## src/rtl/assoc_way_select_pipe.sv

```systemverilog
// assoc_way_select_pipe
// Pipelined priority way-select stage for set-associative arrays (caches, TLBs).
// Resolves a hit vector to one way (the highest set bit wins) and registers the
// selected element behind a valid/ready handshake with 1-cycle latency.
// It also keeps saturating hit/miss statistics.
//
// Ports:
//   clk_in, reset_in        clock; synchronous active-high reset
//   way_packed_in           all ways packed; way g at [(g+1)*W-1 : g*W]
//   sel_in                  hit vector, one bit per way
//   valid_in / ready_out    upstream handshake (ready_out is combinational)
//   valid_out / ready_in    downstream handshake
//   way_packed_out          selected element
//   way_index_out           index of the selected way
//   hit_out, multi_hit_out  any hit / two or more hits
//   clear_stats_in          zero the statistic counters (wins over an increment)
//   hit_count_out           saturating count of accepted hits
//   miss_count_out          saturating count of accepted misses
//
// Optional feature, macro ASSOC_MULTI_HIT_TRAP_EN:
//   adds the sticky output multi_hit_err_out. A multi-hit accept forces
//   way_packed_out and hit_out to zero.
module assoc_way_select_pipe #(
  parameter int unsigned NUMBER_WAYS                 = 16,
  parameter int unsigned SINGLE_ELEMENT_SIZE_IN_BITS = 32,
  parameter int unsigned WAY_INDEX_WIDTH             = 4,
  parameter int unsigned COUNTER_WIDTH               = 16
) (
  input  logic                                               clk_in,
  input  logic                                               reset_in,
  input  logic [SINGLE_ELEMENT_SIZE_IN_BITS*NUMBER_WAYS-1:0] way_packed_in,
  input  logic [NUMBER_WAYS-1:0]                             sel_in,
  input  logic                                               valid_in,
  output logic                                               ready_out,
  output logic [SINGLE_ELEMENT_SIZE_IN_BITS-1:0]             way_packed_out,
  output logic [WAY_INDEX_WIDTH-1:0]                         way_index_out,
  output logic                                               hit_out,
  output logic                                               multi_hit_out,
  output logic                                               valid_out,
  input  logic                                               ready_in,
  input  logic                                               clear_stats_in,
`ifdef ASSOC_MULTI_HIT_TRAP_EN
  output logic                                               multi_hit_err_out,
`endif
  output logic [COUNTER_WIDTH-1:0]                           hit_count_out,
  output logic [COUNTER_WIDTH-1:0]                           miss_count_out
);

  localparam int unsigned W = SINGLE_ELEMENT_SIZE_IN_BITS;

  logic                       accept_c;
  logic                       sel_hit_c;
  logic                       sel_multi_c;
  logic [WAY_INDEX_WIDTH-1:0] sel_idx_c;
  logic [W-1:0]               sel_data_c;
  logic                       fwd_hit_c;
  logic [W-1:0]               fwd_data_c;

  // The stage accepts a request when it is empty or when it drains in the same cycle.
  assign ready_out = !valid_out || ready_in;
  assign accept_c  = valid_in && ready_out;

  // Priority select: the loop runs from way 0 upward, so the highest set bit is written last and wins.
  always_comb begin
    sel_idx_c  = '0;
    sel_data_c = '0;
    for (int g = 0; g < int'(NUMBER_WAYS); g++) begin
      if (sel_in[g]) begin
        sel_idx_c  = WAY_INDEX_WIDTH'(g);
        sel_data_c = way_packed_in[g*W +: W];
      end
    end
  end

  assign sel_hit_c = |sel_in;
  // x & (x-1) clears the lowest set bit, so any remaining bit means two or more hits.
  assign sel_multi_c = |(sel_in & (sel_in - NUMBER_WAYS'(1)));

`ifdef ASSOC_MULTI_HIT_TRAP_EN
  // Corrupt multi-hit data is never forwarded.
  assign fwd_hit_c  = sel_hit_c && !sel_multi_c;
  assign fwd_data_c = sel_multi_c ? '0 : sel_data_c;
`else
  assign fwd_hit_c  = sel_hit_c;
  assign fwd_data_c = sel_data_c;
`endif

  // Result registers and the valid bit.
  always_ff @(posedge clk_in) begin
    if (reset_in) begin
      valid_out      <= 1'b0;
      way_packed_out <= '0;
      way_index_out  <= '0;
      hit_out        <= 1'b0;
      multi_hit_out  <= 1'b0;
    end else if (accept_c) begin
      valid_out      <= 1'b1;
      way_packed_out <= fwd_data_c;
      way_index_out  <= sel_idx_c;
      hit_out        <= fwd_hit_c;
      multi_hit_out  <= sel_multi_c;
    end else if (ready_in) begin
      valid_out      <= 1'b0;
    end
  end

  // Saturating statistics. A clear discards the increment from a concurrent accept.
  always_ff @(posedge clk_in) begin
    if (reset_in || clear_stats_in) begin
      hit_count_out  <= '0;
      miss_count_out <= '0;
    end else if (accept_c) begin
      if (sel_hit_c) begin
        if (hit_count_out != '1) hit_count_out <= hit_count_out + COUNTER_WIDTH'(1);
      end else begin
        if (miss_count_out != '1) miss_count_out <= miss_count_out + COUNTER_WIDTH'(1);
      end
    end
  end

`ifdef ASSOC_MULTI_HIT_TRAP_EN
  // Sticky multi-hit error flag. A clear wins over a concurrent set.
  always_ff @(posedge clk_in) begin
    if (reset_in || clear_stats_in) begin
      multi_hit_err_out <= 1'b0;
    end else if (accept_c && sel_multi_c) begin
      multi_hit_err_out <= 1'b1;
    end
  end
`endif

endmodule

```

## config.mk

```make
export PLATFORM = sky130hd
export DESIGN_NAME = assoc_way_select_pipe
export DESIGN_NICKNAME = d
export VERILOG_FILES = /design/src/rtl/assoc_way_select_pipe.sv
export SDC_FILE = /design/constraint.sdc
export NUM_CORES = 1
export LEC_CHECK = 0
export ABC_AREA = 1
export BUFFER_PORTS_ARGS = -buffer_cell sky130_fd_sc_hd__buf_2
export CORE_AREA = 2 2 236 238
export DETAILED_ROUTE_END_ITERATION = 12
export DIE_AREA = 0 0 238 240
export HOLD_SLACK_MARGIN = 0.06
export SLEW_MARGIN = 30
export SYNTH_ARGS = -nofsm -noshare
export SYNTH_HDL_FRONTEND = slang
export SYNTH_SLANG_ARGS = --single-unit
```

## constraint.sdc

```tcl
create_clock -name clk_in -period 1.85 [get_ports clk_in]
set_input_delay 0.185 -clock clk_in [delete_from_list [all_inputs] [get_ports clk_in]]
set_output_delay 0.185 -clock clk_in [all_outputs]
set_load 0.02 [all_outputs]
```

After elaboration in Yosys (flattened, before gate mapping)
Index checks and enable logic that the tools add are counted.

Add/sub/neg operators: 3. Div/mod/pow operators: 0. Shift-type cells: 0. Bitwise gates (word level): 2. Reduce and logical (&&, ||, !) cells: 9. Mux-type cells: 33. Equality and inequality tests: 2. Magnitude comparators: 0. Multiply operators: 0.

Operators by type and width (number): $mux W32 (16); $mux W4 (14); $add A16 B1 Y16 const B (2); $ne A16 B16 Y1 const B (2); $reduce_or A16 Y1 (2); $and A16 B16 Y16 (1); $sub A16 B1 Y16 const B (1); $reduce_and A3 Y1 (2); $mux W1 (3); $logic_or A1 B1 Y1 (2); $reduce_bool A2 Y1 (1); $logic_and A1 B1 Y1 (1); $logic_not A1 Y1 (1); $not A1 Y1 (1).

Memories: 0. Bits in latches: 0. Bits in registers: 71. RAM bits: 0. Output and inout port bits: 72. ROM bits: 0. Word-level logic and storage cells: 56.

Depth between registers and ports, before layout
Word-level depth: 16. Gate-level depth with buffers: 16. Depth with buffers taken out: 14.

Worst setup path before layout
Ideal clock, no wire load.

Kind: register to register. From: register valid_out. To: register miss_count_out[8]. Clock period less this slack: 1719 ps. Stages on the path, launching flop included: 9. Arrival: 1600 ps. Setup time: 119 ps. Required time: 1731 ps. Path buffers: 0. Path slack: 131 ps. Path through: dfxtp_1 nand2_1 nand2_1 nor2_1 nand3_2 a31oi_4 nand2_1 o21ai_2 a21boi_2.

Word-level cells in the longest chain between the ends: 4.

RTL lines: from (decl) (RTL line 39) `output logic valid_out,`; from (signal assigned) (RTL line 91) `valid_out <= 1'b0;`; from (signal assigned) (RTL line 97) `valid_out <= 1'b1;`; from (signal assigned) (RTL line 103) `valid_out <= 1'b0;`; $logic_not A1 Y1 (RTL line 60) `assign ready_out = !valid_out || ready_in;`; $logic_or A1 B1 Y1 (RTL line 60); named net ready_out (RTL line 34) `output logic ready_out,`; $logic_and A1 B1 Y1 (RTL line 61) `assign accept_c = valid_in && ready_out;`; $reduce_and A3 Y1 (no line); to (signal assigned) (RTL line 116) `if (miss_count_out != '1) miss_count_out <= miss_count_out + COUNTER_WIDTH'(1);`; to (decl) (RTL line 46) `output logic [COUNTER_WIDTH-1:0] miss_count_out`.

The timed path passes the listed nets, and every way through them passes these cells. A chain may end at the register's enable or synchronous reset.

Worst setup path in the final report
From: input port sel_in[5]. To: register way_packed_out[13].

Word-level cells in the longest chain between the ends: 11.

RTL lines: from (decl) (RTL line 32) `input logic [NUMBER_WAYS-1:0] sel_in,`; $mux W32 (11 in series) (RTL line 68) `if (sel_in[g]) begin`; to (signal assigned) (RTL line 98) `way_packed_out <= fwd_data_c;`; to (decl) (RTL line 35) `output logic [SINGLE_ELEMENT_SIZE_IN_BITS-1:0] way_packed_out,`.

No other way between the ends.

==> impl_metrics.toml <==
[route]
drc = 0
wire_per_inst_um = 18.1
dr.pass1.iters = 5
final_antenna_net_count = 0
drt-vias-per-instance = 4.40
route.vias.total = 13100
initialDrtViolationCount = 860
wl_um = 53800

[clock_network]
cts_tree = "done"
clock-sinks = 71
clock_latency_ns = 0.36
numCtsBuffers = 9
cts-root-buf = "clkbuf_16"
htree_levels = 3
cts.clk_slew.worst_paths_ns = 0.06
clockBufferDepth = 2

[sta]
fin_ws_ns = 0.105
tns_ns = 0
finClkSkew_ns = 0.0133
worst_pin_slew_ns = 0.802
hold_viol_final = 0
post-route-period-util_pct = 94.3
clock.fmax_ghz = 0.573
setup_viol = 0
fin_crit_ns = 1.75
slew_headroom_pct = 46.5
maxSlewViolCount = 0
rsz0062_at_grt = "false"

[floorplanning]
design.core.area_sq_um = 54700
die_y_um = 240
start_util_pct = 15.3
rows = 86
dieArea_sq_um = 57100
ios = 605
die_w_um = 238

[critical_path]
crit_path_max_fanout = 17
start_kind = "input port"
end_kind = "flip-flop"
crit_type = "in2reg"
critPathArrivalTime_ns = 2.03
worstPathRequired_ns = 2.14

[synthesis]
mappedNetlistNets = 2158
synth.cell_area_sq_um = 8380
ys_top_cells_by_area = "nand2_1 (27%), dfxtp_1 (17%), nor2_1 (16%)"
ys_seq_elements = 71
synth_edf_count = 0
ys.flop_type = "dfxtp_1"
syn_inst = 1623
yosysUniqueCellTypes = 43
ys_seq_area_share_pct = 17.0
synth_warnings = 0
postSynth.asyncResetShare_pct = 0
avgSynthCellArea_sq_um = 5.16
yosysTopAreaCellShare_pct = 27.1
yosys.area.top_type = "nand2_1"

[global_routing]
gr-total-overflow = 0
antenna_found_initial = 19
grtUsageTotal_pct = 17.8
use_met1_pct = 21.2
grt_pass1_vias = 12300
grt_pass1_wl_um = 75900
met3_usage_pct = 3.23
busiest_layer = "met2"
use_met2_pct = 31.6
grt_max_degree = 56

[place]
hpwl_um = 45700
dp_slack_ns = -0.323
io_buffers = 604
finalWeightedCongestion = 0.957

[power_and_ir_drop]
power.density_nw_per_um2 = 460
leakagePower_nw = 6.86
peakVddDrop_mv = 0.503

[hold_path]
hold_class = "in2reg"

[cells_and_area]
final_util_pct = 24.4
drive_above_1_share_pct = 34.6
final_nets = 2777
area_growth_syn_to_layout_pct = 59.5

[outcome]
status = "complete, no violations"

[flow_run]
max-cap-violations = 0
==> metal layers <==
metal	vias to the layer above	wire, um	part of all wire, %
met4	8	1990	3.7
met5	-	52	0.097
met3	72	3740	6.9
met2	587	26300	49
met1	5860	21800	40
li1	6546	-	-
==> cells in the mapped netlist, types with 2 or more instances <==
| master | number |
|---|---|
| xor2_1 | 7 |
| a21oi_1 | 98 |
| a221oi_1 | 64 |
| clkinv_1 | 4 |
| buf_2 | 34 |
| buf_6 | 2 |
| nor2_2 | 4 |
| nand2_2 | 4 |
| inv_2 | 6 |
| buf_1 | 2 |
| and3_1 | 2 |
| clkbuf_1 | 72 |
| inv_1 | 75 |
| nor2_4 | 4 |
| buf_4 | 7 |
| nor2_8 | 2 |
| ha_1 | 2 |
| nand4_1 | 12 |
| o21a_1 | 2 |
| a31oi_1 | 65 |
| nand3_2 | 2 |
| nand2_1 | 604 |
| nor2_1 | 354 |
| xnor2_1 | 5 |
| dfxtp_1 | 71 |
| o21ai_0 | 13 |
| nor3_1 | 12 |
| nand3_1 | 79 |
==> flip-flops by register name (all words and copies together) (netlist names) <==
name / cells
way_index_out: 4
valid_out: 1
multi_hit_out: 1
way_packed_out: 32
hit_out: 1
miss_count_out: 16
hit_count_out: 16
==> worst max-delay path: stages <==
cell and delay [ns]:
buf_2 0.13, buf_12 0.16, nor2_4 0.10, inv_2 0.11
buf_12 0.16, buf_4 0.13, nor2_1 0.08, nand2_1 0.06
nand2_1 0.10, nand2_1 0.11, nand2_1 0.23, nand2_1 0.09
nand2_1 0.08, nand2_1 0.07, nand2_1 0.06, nand2_1 0.05
a21oi_1 0.11
==> layout make-up <==
class | count | area, sq um
inverters | 85 | 319
well taps | 704 | 881
diodes | 19 | 47.5
multi-input cells | 1350 | 6130
flip-flops and latches | 71 | 1420
repair buffers | 725 | 4230
clock inverters | 6 | 91.3
fillers | 6345 | 41300
clock buffers | 10 | 239
==> power breakdown <==
group          switching (mW)  internal (mW)  total (mW)  leakage [nW]
logic                    1.42           1.07        2.49          6.12
registers              0.0371           1.59        1.63         0.580
clock network           0.800           1.23        2.03         0.163
total                    2.26           3.88        6.14          6.86
==> cells in the final DEF (no fill, tap or decap), types with 5 or more instances in the layout <==
cell type and n:
nor3_1 12, clkbuf_16 9, a31oi_1 65, a21oi_1 98, a221oi_1 64, buf_12 24
nand3_1 79, nor2_1 353, xnor2_1 5, nor2_2 5, inv_2 8, nand2_1 601
inv_1 73, o21ai_0 13, xor2_1 7, buf_2 603, diode_2 19, nand4_1 12
buf_4 97, nand2_2 7, dfxtp_1 71
==> path summary, 6_finish.rpt <==
| check | cells after the start | slack (ns) | from | end |
|---|---|---|---|---|
| worst max-delay path | 17 | 0.10 | sel_in[5] | way_packed_out[13] |
| worst min register to register | 2 | 0.46 | way_packed_out[13] | way_packed_out[13] |
| worst min-delay path | 4 | 0.17 | ready_in | valid_out |
| worst max register to register | 8 | 0.19 | valid_out | miss_count_out[6] |
==> through the flow <==
stage,hold slack (ns),std cells,area [sq um],power [mW]
finish,0.173,2970,13400,6.14
global route,0.196,2961,13300,6.48
floorplan,0.379,1623,8380,2.79
global placement,0.450,2935,13000,4.17
detailed placement,0.453,2935,13000,4.16
CTS,0.145,2951,13300,6.22
==> repair_timing <==
action	CTS	global route
gates resized for setup	0	4
endpoints found under the setup margin	0	4
buffers inserted	0	0
hold buffers	0	0
==> cell families after synthesis <==
| logic type | share of synthesized area (%) |
|---|---|
| and+or+nand+nor | 51.9 |
| adders and majority gates | 0.299 |
| DFF | 17.0 |
| AOI/OAI and AO/OA | 19.5 |
| xor gates and xnor gates | 1.25 |
| buffers and inverters | 10.1 |
Note: power is estimated with default switching activity, not from simulation.
